**src/rtl/elelock_pkg.sv**
```systemverilog
// Shared types and key-decoding helpers for the programmable electronic lock.
package elelock_pkg;

    typedef enum logic [1:0] {
        ST_LOCKED,
        ST_OPEN,
        ST_PROG,
        ST_LOCKOUT
    } state_t;

    localparam logic [3:0] BLANK = 4'hF;

    function automatic logic is_onehot10(input logic [9:0] k);
        return $countones(k) == 1;
    endfunction

    function automatic logic [3:0] onehot10_to_bcd(input logic [9:0] k);
        logic [3:0] d;
        d = BLANK;
        for (int i = 0; i < 10; i++)
            if (k[i]) d = 4'(i);
        return d;
    endfunction

endpackage

```
**src/rtl/tenkey_enc.sv**
```systemverilog
// Ten-key front end: one press per key-down from an idle pad, multi-key ignored.
module tenkey_enc
    import elelock_pkg::*;
(
    input  logic       ck,
    input  logic       reset,
    input  logic [9:0] tenkey_i,
    output logic       press_vld_o,
    output logic [3:0] digit_o
);

    logic [9:0] key_q;

    always_ff @(posedge ck) begin
        if (!reset) key_q <= '0;
        else        key_q <= tenkey_i;
    end

    // Requiring an idle previous sample turns a held key into a single press.
    assign press_vld_o = is_onehot10(tenkey_i) && (key_q == '0);
    assign digit_o     = onehot10_to_bcd(tenkey_i);

endmodule

```
**src/rtl/elelock_prog.sv**
```systemverilog
// Lock controller: digit buffer, reprogrammable code, fail counter with lockout, auto-relock.
module elelock_prog
    import elelock_pkg::*;
#(
    parameter int                  DIGITS       = 4,
    parameter logic [4*DIGITS-1:0] DEFAULT_CODE = 16'h5963,
    parameter int                  MAX_FAIL     = 3,
    parameter int                  LOCKOUT_CYC  = 16,
    parameter int                  RELOCK_CYC   = 32,
    localparam int                 FW           = $clog2(MAX_FAIL + 1)
) (
    input  logic          ck,
    input  logic          reset,
    input  logic [9:0]    tenkey,
    input  logic          close,
    input  logic          prog,
    output logic          lock,
    output logic          alarm,
    output logic          prog_md,
    output logic [FW-1:0] fails
);

    localparam int TMAX = (LOCKOUT_CYC > RELOCK_CYC) ? LOCKOUT_CYC : RELOCK_CYC;
    localparam int TW   = (TMAX > 1) ? $clog2(TMAX) : 1;
    localparam int CW   = $clog2(DIGITS + 1);

    localparam logic [TW-1:0] RELOCK_LAST  = TW'(RELOCK_CYC - 1);
    localparam logic [TW-1:0] LOCKOUT_LAST = TW'(LOCKOUT_CYC - 1);
    localparam logic [CW-1:0] CNT_FULL     = CW'(DIGITS);
    localparam logic [FW-1:0] FAIL_MAX     = FW'(MAX_FAIL);

    state_t                   state_q;
    logic [DIGITS-1:0][3:0]   dbuf_q;
    logic [DIGITS-1:0][3:0]   dbuf_shift_d;
    logic [4*DIGITS-1:0]      code_q;
    logic [CW-1:0]            cnt_q;
    logic [TW-1:0]            timer_q;
    logic                     press;
    logic [3:0]               digit;

    tenkey_enc u_enc (
        .ck          (ck),
        .reset       (reset),
        .tenkey_i    (tenkey),
        .press_vld_o (press),
        .digit_o     (digit)
    );

    // Newest digit lands in dbuf[0]; dbuf[DIGITS-1] holds the first entered (MS) digit.
    always_comb begin
        dbuf_shift_d[0] = digit;
        for (int i = 1; i < DIGITS; i++)
            dbuf_shift_d[i] = dbuf_q[i-1];
    end

    always_ff @(posedge ck) begin
        if (!reset) begin
            state_q <= ST_LOCKED;
            lock    <= 1'b1;
            alarm   <= 1'b0;
            prog_md <= 1'b0;
            fails   <= '0;
            dbuf_q  <= {DIGITS{BLANK}};
            cnt_q   <= '0;
            timer_q <= '0;
            code_q  <= DEFAULT_CODE;
        end else begin
            case (state_q)
                ST_LOCKED: begin
                    if (cnt_q == CNT_FULL) begin
                        dbuf_q <= {DIGITS{BLANK}};
                        cnt_q  <= '0;
                        if (dbuf_q == code_q) begin
                            state_q <= ST_OPEN;
                            lock    <= 1'b0;
                            fails   <= '0;
                            timer_q <= '0;
                        end else if (fails == FAIL_MAX - 1'b1) begin
                            state_q <= ST_LOCKOUT;
                            alarm   <= 1'b1;
                            fails   <= FAIL_MAX;
                            timer_q <= '0;
                        end else begin
                            fails <= fails + 1'b1;
                        end
                    end else if (press) begin
                        dbuf_q <= dbuf_shift_d;
                        cnt_q  <= cnt_q + 1'b1;
                    end
                end
                ST_OPEN: begin
                    dbuf_q <= {DIGITS{BLANK}};
                    cnt_q  <= '0;
                    if (close) begin
                        state_q <= ST_LOCKED;
                        lock    <= 1'b1;
                    end else if (prog) begin
                        state_q <= ST_PROG;
                        prog_md <= 1'b1;
                    end else if (timer_q == RELOCK_LAST) begin
                        state_q <= ST_LOCKED;
                        lock    <= 1'b1;
                    end else begin
                        timer_q <= timer_q + 1'b1;
                    end
                end
                ST_PROG: begin
                    if (close) begin
                        state_q <= ST_LOCKED;
                        lock    <= 1'b1;
                        prog_md <= 1'b0;
                        dbuf_q  <= {DIGITS{BLANK}};
                        cnt_q   <= '0;
                    end else if (cnt_q == CNT_FULL) begin
                        code_q  <= dbuf_q;
                        state_q <= ST_OPEN;
                        prog_md <= 1'b0;
                        timer_q <= '0;
                        dbuf_q  <= {DIGITS{BLANK}};
                        cnt_q   <= '0;
                    end else if (press) begin
                        dbuf_q <= dbuf_shift_d;
                        cnt_q  <= cnt_q + 1'b1;
                    end
                end
                ST_LOCKOUT: begin
                    if (timer_q == LOCKOUT_LAST) begin
                        state_q <= ST_LOCKED;
                        alarm   <= 1'b0;
                        fails   <= '0;
                    end else begin
                        timer_q <= timer_q + 1'b1;
                    end
                end
                default: begin
                    state_q <= ST_LOCKED;
                    lock    <= 1'b1;
                    alarm   <= 1'b0;
                    prog_md <= 1'b0;
                end
            endcase
        end
    end

endmodule

```
**config.mk**
```make
export PLATFORM = sky130hd
export DESIGN_NAME = elelock_prog
export DESIGN_NICKNAME = d
export VERILOG_FILES = /design/src/rtl/elelock_pkg.sv /design/src/rtl/tenkey_enc.sv /design/src/rtl/elelock_prog.sv
export SDC_FILE = /design/constraint.sdc
export NUM_CORES = 1
export LEC_CHECK = 0
export ABC_AREA = 0
export CORE_ASPECT_RATIO = 0.8
export CORE_MARGIN = 2
export CORE_UTILIZATION = 40
export DETAILED_ROUTE_END_ITERATION = 16
export SYNTH_ARGS = -nofsm -noshare
export SYNTH_HDL_FRONTEND = slang
export SYNTH_SLANG_ARGS = --single-unit
```
**constraint.sdc**
```tcl
create_clock -name ck -period 7.7 [get_ports ck]
set_input_delay 1.54 -clock ck [delete_from_list [all_inputs] [get_ports ck]]
set_output_delay 1.54 -clock ck [all_outputs]
set_load 0.01 [all_outputs]
```
* After elaboration in Yosys (flattened, before gate mapping)
Index checks and enable logic that the tools add are counted.
W data, S select, Z words.
** Word-level totals
- Bits of input ports :: 14
- Bits in registers :: 57
- Logic and storage cells :: 125
** Cells by class
- Add/sub/neg operators :: 12
- Multiplexer cells :: 59
- Bitwise operators :: 1
- Reduce and logical (&&, ||, !) cells :: 13
- Equal/unequal tests :: 27
** Operators by type and width (count)
- $add A32 B32 Y32 :: 4
- $mux W16 :: 3
- $pmux W16 S3 :: 1
- $mux W5 :: 9
- $mux W4 :: 10
- $eq A32 B2 Y1 const B :: 1
- $ne A2 B2 Y1 const B :: 13
- $mux W2 :: 12
- $pmux W5 S4 :: 1
- $eq A16 B16 Y1 :: 1
- $mux W1 :: 14
- $ne A3 B3 Y1 const B :: 4
- $add A1 B1 Y2 :: 5
- $logic_not A10 Y1 :: 1
- $reduce_and A5 Y1 :: 2
- $mux W3 :: 3
- $pmux W3 S3 :: 1
- $pmux W2 S4 :: 1
- $reduce_and A8 Y1 :: 1
- $eq A2 B2 Y1 const B :: 3
- $reduce_and A3 Y1 :: 2
- $reduce_and A6 Y1 :: 1
- $add A5 B1 Y5 const B :: 1
- $eq A5 B4 Y1 const B :: 1
- 15 further kinds :: 17

* Longest topological paths before layout
- Depth in word-level cells :: 14
- Gate-level depth with buffers :: 15

* Modules after synthesis
From an unflattened synthesis, not the netlist that was laid out.
** Second synthesis, totals
- Cell total of the unflattened synthesis :: 390
- Area total of the unflattened synthesis :: 3052.9 µm²
** Modules (own cells, without submodules)
- elelock_prog :: sequential area each 940.9 µm², cells each 326, area each 2442.3 µm², times used 1
- tenkey_enc :: sequential area each 200.2 µm², cells each 64, area each 610.6 µm², times used 1

* Worst setup path after synthesis
OpenSTA, ideal clock, no wires.
- Path kind :: input to register
- From :: in tenkey[1]
- To :: reg dbuf_q[10] in the netlist's numbering
- Setup time :: 0.141 ns
- Arrival :: 4.679 ns
- Stages on the path :: 15
- Setup slack :: 2.880 ns
- Path through :: inv_1 ha_1 inv_1 fa_1 fa_1 inv_1 fa_1 inv_1 fa_1 a211oi_2 o2111ai_4 clkbuf_1 o21a_1 a211oi_1 o211ai_1
** On the way
- Cells in the longest elaborated chain, start to end :: 10
** RTL lines
- from (decl) :: RTL line elelock_prog.sv:14 : input logic [9:0] tenkey,
- $add A1 B1 Y2 (not written as such) (*) :: RTL line elelock_pkg.sv:14 : return $countones(k) == 1;
- $add A32 B32 Y32 (not written as such) (*) (3 in series) :: RTL line elelock_pkg.sv:14
- $eq A32 B2 Y1 (*) :: RTL line elelock_pkg.sv:14
- $logic_and A1 B1 Y1 (*) :: RTL line tenkey_enc.sv:20 : assign press_vld_o = is_onehot10(tenkey_i) && (key_q == '0);
- $mux W16 (*) (2 in series)
- $mux W16
- $pmux W16 S3 (*)
- to (signal assigned) :: RTL line elelock_prog.sv:63 : dbuf_q <= {DIGITS{BLANK}};
- to (signal assigned) :: RTL line elelock_prog.sv:71 : dbuf_q <= {DIGITS{BLANK}};
- to (signal assigned) :: RTL line elelock_prog.sv:87 : dbuf_q <= dbuf_shift_d;
- to (decl) :: RTL line elelock_prog.sv:33 : logic [DIGITS-1:0][3:0] dbuf_q;
Every way passes the cells marked *; elsewhere a longest branch is shown, timed or not.
A chain may end at the register's enable or synchronous reset.

* Worst setup path in the final report
- From :: in tenkey[0]
- To :: reg dbuf_q[4] in the netlist's numbering
The elaborated chain is that of the path after synthesis.

==> metrics.md <==
| Metric | Value |
|---|---|
| Io pins | `19` |
| Status | `completed` |
| GRT overflow | `0` |
| Achievable frequency | `183 MHz` |
| Initial core utilization | `41.5%` |
| Worst slew margin | `between 20% and 30%` |
| Leak | `1.46 nW` |
| Synth Cell Area | `0.00330 mm²` |
| Post-CTS setup buffer count | `0` |
| P per Cell Area | `approximately 190 mW/mm²` |
| Clk buf depth | `2` |
| Most frequent cells in the layout | `nand2_1, dfxtp_1, inv_1` |
| Clock latency on the worst-skew pair | `0.35 ns` |
| Min-delay src | `code_q[9]` |
| Filler cells | `797` |
| Share of layout cells above drive strength 1 | `7.43%` |
| TritonCTS buffer count | `9` |
| NumNets Final | `440` |
| Finished Core Util | `47.2%` |
| Async set-reset flop share out of synthesis | `0%` |
| Post-Synthesis Cells | `387` |
| Most common cell after layout, fill and taps aside | `nand2_1` |
| Slowest library cell on the worst path | `nor2_2` |
| Vias in the first global route | `2669` |
| Root buffer cell | `clkbuf_8` |
| Critical R2R Capture | `dbuf_q[0]` |
| Antenna cells | `0` |
| Initial DRC count | `138` |
| Row Count | `29` |
| Placed cell areas | `0.00355 mm²` |
| Die Span Y | `85.2 µm` |
| Clock-pin slew on the worst setup and hold paths | `0.08 ns` |
| Post-DP HPWL | `4.90 mm` |
| EDFF count, synth | `0` |
| Place WS | `1.84 ns` |
| Critical path class | `in -> reg` |
| Reg2reg path depth | `7` |
| Final std cells w/o fill | `512` |
| Global-route wire length before repair | `12.9 mm` |
| Sink Count | `57` |
| Post-route ant nets | `0` |
| Die X | `~110 µm` |
| Final worst path period share | `71.0%` |
| Port-buffer cells | `18` |
| Setup WS post-layout | `2.23 ns` |
| Core area | `approximately 0.0079 mm²` |
| Vias/cell | `approximately 5.2` |
| Post-Syn Nets | `428` |
| First drt pass iteration count | `4` |
| Critical Path, Cell by Cell | `clkdlybuf4s50_1 -> inv_1 -> ha_1 -> inv_1 -> fa_1 -> fa_1 -> inv_1 -> fa_1 -> inv_1 -> fa_1 -> a211oi_2 -> o2111ai_4 -> nor2_2 -> a211oi_1 -> o211ai_1` |
| Worst setup EP type | `register` |
| Total Routing Usage GR | `17.9%` |
| Routed WL | `a little over 7 mm` |
| DR vias | `approximately 2700` |
| H-tree depth | `3` |
| Critical Path Source Type | `input pin` |
| Max-slew violations | `0` |
| HP Class | `reg -> reg` |
| Post-CTS Hold Fix Bufs | `0` |
| DIE AREA | `0.00899 mm²` |
| GPL Wtd Cong | `0.873` |
| Largest net degree at the start of global routing | `41` |
| Worst reg2reg startpoint | `state_q[1]` |
| Tmin final | `5.47 ns` |
| Area contributors post-synth | `dfxtp_1, ha_1, nand2_1, xnor2_1, fa_1` |
| DR DRC count | `0` |
| Max VDD drop | `0.0682 mV` |
| Placed Cells | `496` |
| Top_reg_cell synth | `dfxtp_1` |
| WL per Instance | `around 14 µm` |
| Design Area, Final | `roughly 0.0038 mm²` |
| #FFs+latches synth | `57` |
| FF-to-FF setup slack | `5.33 ns` |
| WHS | `0.468 ns` |
| Unique masters post-synth | `47` |
| Pwr Total | `699 µW` |
| Post-synthesis sequential area ratio | `34.6%` |
| Longest individual stage delay on the worst path | `0.62 ns` |
| Largest fanout on the critical path | `19` |
| CP Data Arrival Time | `roughly 5.7 ns` |
| Setup violators final | `0` |
| CTS tree | `done` |
| Worst Hold Depth | `2` |
| Clock skew | `0.0111 ns` |
| Synth top area share | `34.6%` |
| Slew @ Worst Pin | `1.08 ns` |
| Synth Area per Inst | `8.52 µm²` |
| Maxcap violations | `0` |
| Initial antenna violation count | `0` |
| Area grow syn2layout | `13.9%` |
| CP required | `7.97 ns` |
| Syn. warnings | `0` |
| Post_cts resized | `0` |
| Worst Hold End | `code_q[9]` |
| Setup TNS | `0 ns` |
| RSZ-0062 raised after global routing | `false` |
| Final hold violations | `0` |
| Synth area leader | `dfxtp_1` |
## cell usage after synthesis, types with 2 or more instances
cell      count
ha_1         21
and2_1        6
nor3_1        4
nor2_1       23
nand4_1       5
dfxtp_1      57
o21ai_0       6
a21o_1        2
a221o_1       2
clkbuf_1     16
nand2_1      65
o22ai_1       4
xnor2_1      18
or3_1         5
o21bai_1      2
a21boi_0      2
o221ai_1      2
o221a_2       2
a211oi_1     15
nand2b_1      2
mux2i_1       5
or4_1         4
o211a_1       2
inv_1        29
o211ai_1     15
fa_1          6
a21oi_1      18
nor4_2        2
buf_2         3
nor4_4        2
nand3_1      11
or2_2         2
o21a_1       15
## worst max-delay path by stage
| stage | from | end | cells past startpoint |
|---|---|---|---|
| final | tenkey[0] | dbuf_q[4] | 15 |
| after floorplan | tenkey[1] | dbuf_q[10] | 15 |
| after detailed placement | tenkey[0] | dbuf_q[4] | 15 |
| after CTS | tenkey[0] | dbuf_q[4] | 15 |
| after global placement | tenkey[0] | dbuf_q[14] | 15 |
| after global routing | tenkey[0] | dbuf_q[12] | 15 |
## logic make-up (layout without fill, tap and decap cells)
logic type | Yosys count | in the layout | share of synthesized area (%)
xor gates and xnor gates | 18 | 18 | 4.78
AOI/OAI and AO/OA | 94 | 94 | 20.8
and+or+nand+nor | 138 | 138 | 21.1
buffers and inverters | 48 | 65 | 5.58
DFF | 57 | 57 | 34.6
muxes | 5 | 5 | 1.52
adders and majority gates | 27 | 27 | 11.6
## area by class of cell
cell class	count	area, µm²	share of cell area [%]
multi-input combinational	282	1970	52.5
sequential	57	1140	30.4
timing repair buffer	20	195	5.20
tap	108	135	3.60
clock buffer	9	124	3.30
inverter	29	109	2.90
clock inverter	7	78.8	2.10
## power breakdown
part           total (mW)  internal, mW  switching, mW
Combinational       0.105        0.0446         0.0605
Sequential          0.307         0.301        0.00644
Clock               0.287         0.152          0.135
Total               0.699         0.497          0.202
## sequential cells by signal (all words and copies together), names as in the netlist, 2 cells and up
signal and flops:
dbuf_q 16, state_q 2, u_enc.key_q 10, timer_q 5, fails 2, cnt_q 3, code_q 16
## worst max-delay path, delay by kind of cell
kind                     cells  cell delay, ns
AO/OA/AOI/OAI                4            0.95
adder cells (fa/ha/maj)      5            1.82
buffers and inverters        5            0.78
AND/OR/NAND/NOR              1            0.62
## metal layers
layer / track usage [%] / part of all wire, %
met3: 5.07 / 4.2
met2: 27.2 / 43
met5: 0 / 0
met1: 24.2 / 51
met4: 6.79 / 1.7
Power figures use the tool's default switching activity.
==> edit 1: new RTL, same flow settings <==
Add an input register stage for `tenkey`, `close` and `prog`, without a reset; this delays them by one clock.
--- a/src/rtl/elelock_prog.sv
+++ b/src/rtl/elelock_prog.sv
@@ -29,6 +29,16 @@
     localparam logic [CW-1:0] CNT_FULL     = CW'(DIGITS);
     localparam logic [FW-1:0] FAIL_MAX     = FW'(MAX_FAIL);
 
+    logic [9:0] tenkey_q;
+    logic close_q;
+    logic prog_q;
+
+    always_ff @(posedge ck) begin
+        tenkey_q <= tenkey;
+        close_q  <= close;
+        prog_q   <= prog;
+    end
+
     state_t                   state_q;
     logic [DIGITS-1:0][3:0]   dbuf_q;
     logic [DIGITS-1:0][3:0]   dbuf_shift_d;
@@ -41,7 +51,7 @@
     tenkey_enc u_enc (
         .ck          (ck),
         .reset       (reset),
-        .tenkey_i    (tenkey),
+        .tenkey_i    (tenkey_q),
         .press_vld_o (press),
         .digit_o     (digit)
     );
@@ -91,10 +101,10 @@
                 ST_OPEN: begin
                     dbuf_q <= {DIGITS{BLANK}};
                     cnt_q  <= '0;
-                    if (close) begin
+                    if (close_q) begin
                         state_q <= ST_LOCKED;
                         lock    <= 1'b1;
-                    end else if (prog) begin
+                    end else if (prog_q) begin
                         state_q <= ST_PROG;
                         prog_md <= 1'b1;
                     end else if (timer_q == RELOCK_LAST) begin
@@ -105,7 +115,7 @@
                     end
                 end
                 ST_PROG: begin
-                    if (close) begin
+                    if (close_q) begin
                         state_q <= ST_LOCKED;
                         lock    <= 1'b1;
                         prog_md <= 1'b0;
Check against the original RTL: not equivalent (a bounded check fails within 10 cycles, from zero or initial values and one cycle with reset low).
==> edit 1 against the original RTL <==
  * Global-route usage decreased by 0.72 points
  * Design area increased by 7.5%
  * Synthesized area increased by 9.0%
  * Sequential share of layout area increased by 3.8 points
  * Worst setup slack improved by 1300 ps
  * Sequential cell count increased by 12
  * First-iteration DRC count decreased by 25%
  * Power increased by 12%
  * Clock power increased by 6%
  * Register-to-register slack got worse by 1800 ps
  * Routed wire length increased by 5.5%
  * Largest cell class unchanged
==> edit 1: results (changes against the original RTL) <==
* CP max-delay cell: fa_1 (was nor2_2)
* PnR worst setup slack at 3578 ps (was 2234 ps)
* Cells after synthesis at 398 (was 387)
* DP HPWL at 4945 microns (was 4904 microns)
* Worst vdd ir at 0.0001110 V (was 0.00006824 V)
* Share of cells above drive strength 1 at 7.470% (was 7.426%)
* Post-Layout Cell Count at 527 (was 512)
* Worst relative slew slack at 42.96% (was 27.80%)
* Synth top cells by count: dfxtp_1 (69), nand2_1 (65), inv_1 (27) (was nand2_1 (65), dfxtp_1 (57), inv_1 (29))
* Fin nets at 452 (was 440)
* Net Count, Synth at 439 (was 428)
* DR WL met2 at 3229 microns (was 3044 microns)
* Total Routing Usage GR at 17.18% (was 17.90%)
* Post-synthesis sequential area ratio at 38.44% (was 34.62%)
* Critical Path Fanout Max at 18 (was 19)
* Largest net degree at the start of global routing at 66 (was 41)
* Inst Count DP at 512 (was 496)
* Outcome: finished clean (unchanged)
* Buffers added on ports at 18 (unchanged)
* Leak at 1.575 nW (was 1.455 nW)
* Synth Area in Adders at 10.65% (was 11.62%)
* Top Registers: code_q x16, dbuf_q x16 (was code_q x16, dbuf_q x16, u_enc.key_q x10)
* Final Skew at 15.07 ps (was 11.06 ps)
* Via count at 2,719 (was 2,667)
* Synth cell types at 50 (was 47)
* Metal-1 WL at 3887 microns (was 3649 microns)
* Synth top area cells: dfxtp_1 (38%), ha_1 (7.3%), nand2_1 (6.8%) (was dfxtp_1 (35%), ha_1 (8.0%), nand2_1 (7.4%))
* Post-synthesis xor/xnor area fraction at 4.387% (was 4.784%)
* Crit path arrival time at 4390 ps (was 5740 ps)
* Post-synthesis compound-gate area fraction at 19.12% (was 20.77%)
* Initial DRC count at 103 (was 138)
* Mux cell area share after synthesis at 1.985% (was 1.519%)
edit 1: cell count changes after synthesis, sizes merged, moves of 4 or more:
| cell | unedited run | this run |
|---|---|---|
| a21boi | 2 | 12 |
| a21oi | 18 | 6 |
| and2 | 6 | 12 |
| dfxtp | 57 | 69 |
| nor2 | 24 | 14 |
| nor2b | 1 | 5 |
edit 1: final cells by class:
type	instances	area [sq um]
sequential	69	1381
clock buffer	11	151.4
fill	832	4559
multi-input combinational	283	2017
timing repair buffer	21	197.7
tap	112	140.1
inverter	27	101.3
clock inverter	4	47.55
edit 1: path summary, 6_finish.rpt:
path	endpoint	start	cells after the start
setup / recovery	dbuf_q[10]	tenkey_q[1]	14
hold / removal	code_q[13]	code_q[13]	2
setup reg to reg	dbuf_q[10]	tenkey_q[1]	14
hold reg to reg	code_q[13]	code_q[13]	2
edit 1: cells by family after synthesis:
group,after synthesis
DFF,69
muxes,7
xor gates and xnor gates,18
and+or+nand+nor,140
AOI/OAI and AO/OA,91
adders and majority gates,27
buffers and inverters,46
edit 1: power groups by stage:
stage	Clock, W	Sequential, W	Combinational [W]
6_report	0.000305	0.000376	0.000101
5_1_grt	0.000328	0.000378	0.000114
4_1_cts	0.000313	0.000376	0.000102
3_5_place_dp	0	0.000384	0.000102
3_3_place_gp	0	0.000384	0.0000972
2_1_floorplan	0	0.000381	0.0000825
edit 1: per-layer routing:
layer  GRT usage [%]  vias up
met1           22.39     1270
met5               0        -
met3           5.670       13
li1                -     1400
met2           25.82       36
met4           7.825        0
edit 1: worst max-delay path, delay by kind of cell (launching register included):
family | cells | cell delay [ps]
adders and majority gates | 5 | 1840
and+or+nand+nor | 1 | 480
buffers and inverters | 4 | 260
DFF | 1 | 360
AOI/OAI and AO/OA | 4 | 1080
edit 1: through the flow:
| stage | power [W] | cell area (sq um) | hold WS [ps] | utilization, % |
|---|---|---|---|---|
| after global routing | 0.0008193 | 4036 | 498.7 | 46.96 |
| after global placement | 0.0004811 | 3837 | 465.4 | 44.64 |
| final | 0.0007815 | 4036 | 480.6 | 46.96 |
| after detailed placement | 0.0004860 | 3837 | 469.5 | 44.64 |
| after CTS | 0.0007906 | 4036 | 480.5 | 46.96 |
| after floorplan | 0.0004635 | 3593 | 449.9 | - |
==> edit 2: new RTL, same settings <==
Without the edit above. The parameter `RELOCK_CYC` goes from 32 to 16.
--- a/src/rtl/elelock_prog.sv
+++ b/src/rtl/elelock_prog.sv
@@ -6,7 +6,7 @@
     parameter logic [4*DIGITS-1:0] DEFAULT_CODE = 16'h5963,
     parameter int                  MAX_FAIL     = 3,
     parameter int                  LOCKOUT_CYC  = 16,
-    parameter int                  RELOCK_CYC   = 32,
+    parameter int                  RELOCK_CYC   = 16,
     localparam int                 FW           = $clog2(MAX_FAIL + 1)
 ) (
     input  logic          ck,
Behaviour: no difference found for any inputs over 10 cycles, from zero or initial values and one cycle with reset low; that may be too few to reach the edited logic, so the function may still have changed.
==> edit 2 against the original RTL <==
  * Worst setup slack got worse by 230 ps
  * Fmax decreased by 4.0%
  * Final cell count increased by 0.20%
  * Synthesized area increased by 1.2%
  * Register-to-register slack got worse by 90 ps
  * Sequential power decreased by 2%
  * Power decreased by 14%
  * Design area decreased by 1.9%
  * Routed wire length increased by 4.7%
  * Sequential cell count decreased by 1
  * Clock power decreased by 31%
  * Critical path type unchanged
  * Critical endpoint is now dbuf_q[3]
  * Largest power group unchanged
==> edit 2: results (changes against the original RTL) <==
* Worst relative slew slack at 29.14% (was 27.80%)
* Fin nets at 443 (was 440)
* Worst vdd ir at 0.0001247 V (was 0.00006824 V)
* Leak at 1.360 nW (was 1.455 nW)
* Total Routing Usage GR at 17.09% (was 17.90%)
* Clock distribution power at 0.000198 W (was 0.000287 W)
* Outcome: finished clean (unchanged)
* Main synth FF type: dfxtp_1 (unchanged)
* Vias in the first global route at 2,484 (was 2,669)
* Synth top cells by count: nand2_1 (57), dfxtp_1 (56), inv_1 (30) (was nand2_1 (65), dfxtp_1 (57), inv_1 (29))
* CP max-delay cell: a2111o_1 (was nor2_2)
* Clk_lat worst skew at 310 ps (was 350 ps)
* Worst Hold End: code_q[2] (was code_q[9])
* PwrDens at 162.5 mW/mm^2 (was 186.3 mW/mm^2)
* Worst flop-to-flop path endpoint: timer_q[0] (was dbuf_q[0])
* Via count at 2,776 (was 2,667)
* Delay of the slowest critical-path stage at 770 ps (was 620 ps)
* Synth cell types at 52 (was 47)
* Crit path arrival time at 5890 ps (was 5740 ps)
* Share of cells above drive strength 1 at 4.938% (was 7.426%)
* Post-Layout Cell Count at 513 (was 512)
* DP HPWL at 5164 microns (was 4904 microns)
* Clock Tree Buf Depth at 2 (unchanged)
* Synthesized area per cell at 8.378 sq um (was 8.516 sq um)
* GP Congestion at 0.8071 (was 0.8728)
* Seq pwr share at 50.3% (was 43.9%)
* WL per Instance at 14.51 microns (was 13.89 microns)
* R2R setup slack at 5240 ps (was 5330 ps)
* First-pass GRT wire length at 12,500 microns (was 12,850 microns)
* CTS buffer count at 5 (was 9)
* Post-synthesis sequential area ratio at 33.62% (was 34.62%)
* H-Tree Depth at 2 (was 3)
-- edit 2: how the worst max path moves through the flow --
stage | startpoint | to | slack (ps) | depth (start not counted)
finish | tenkey[0] | dbuf_q[3] | 2000 | 15
global route | tenkey[0] | dbuf_q[2] | 1750 | 15
CTS | tenkey[0] | dbuf_q[3] | 2010 | 15
detailed placement | tenkey[0] | dbuf_q[3] | 1680 | 15
global placement | tenkey[0] | dbuf_q[2] | 1760 | 15
floorplan | tenkey[1] | dbuf_q[10] | 2670 | 16
-- edit 2: area by class of cell --
class | count | area [sq um]
clock buffer | 6 | 72.57
clock inverter | 2 | 38.79
fill | 796 | 4338
inverter | 30 | 112.6
multi-input combinational | 291 | 2006
sequential | 56 | 1121
tap | 108 | 135.1
timing repair buffer | 20 | 195.2
-- edit 2: kinds of logic (layout without fill, tap and decap cells) --
family / after synthesis / after routing / share of synthesized area (%)
and+or+nand+nor: 140 / 140 / 21.20
xor gates and xnor gates: 18 / 18 / 4.728
AOI/OAI and AO/OA: 104 / 104 / 22.29
DFF: 56 / 56 / 33.62
muxes: 4 / 4 / 1.201
adders and majority gates: 25 / 25 / 10.73
buffers and inverters: 51 / 58 / 6.229
-- edit 2: metal layers --
layer / GRT usage [%] / wire length [microns] / vias up
met3: 3.040 / 305 / 6
met2: 24.22 / 3024 / 59
met5: 0 / 0 / -
met4: 4.426 / 70 / 0
met1: 26.48 / 4044 / 1303
li1: - / - / 1408
-- edit 2: worst max-delay path: cells and delay by family --
family / cells / cell delay [ps]
buf+inv: 5 / 770
fa+ha+maj: 5 / 1810
compound gates: 5 / 1760
-- edit 2: through the flow --
stage,utilization (%),hold slack (ps)
floorplan,-,443.1
global placement,44.52,453.8
detailed placement,44.52,457.2
CTS,45.90,474.5
global route,45.90,497.4
finish,45.90,470.4
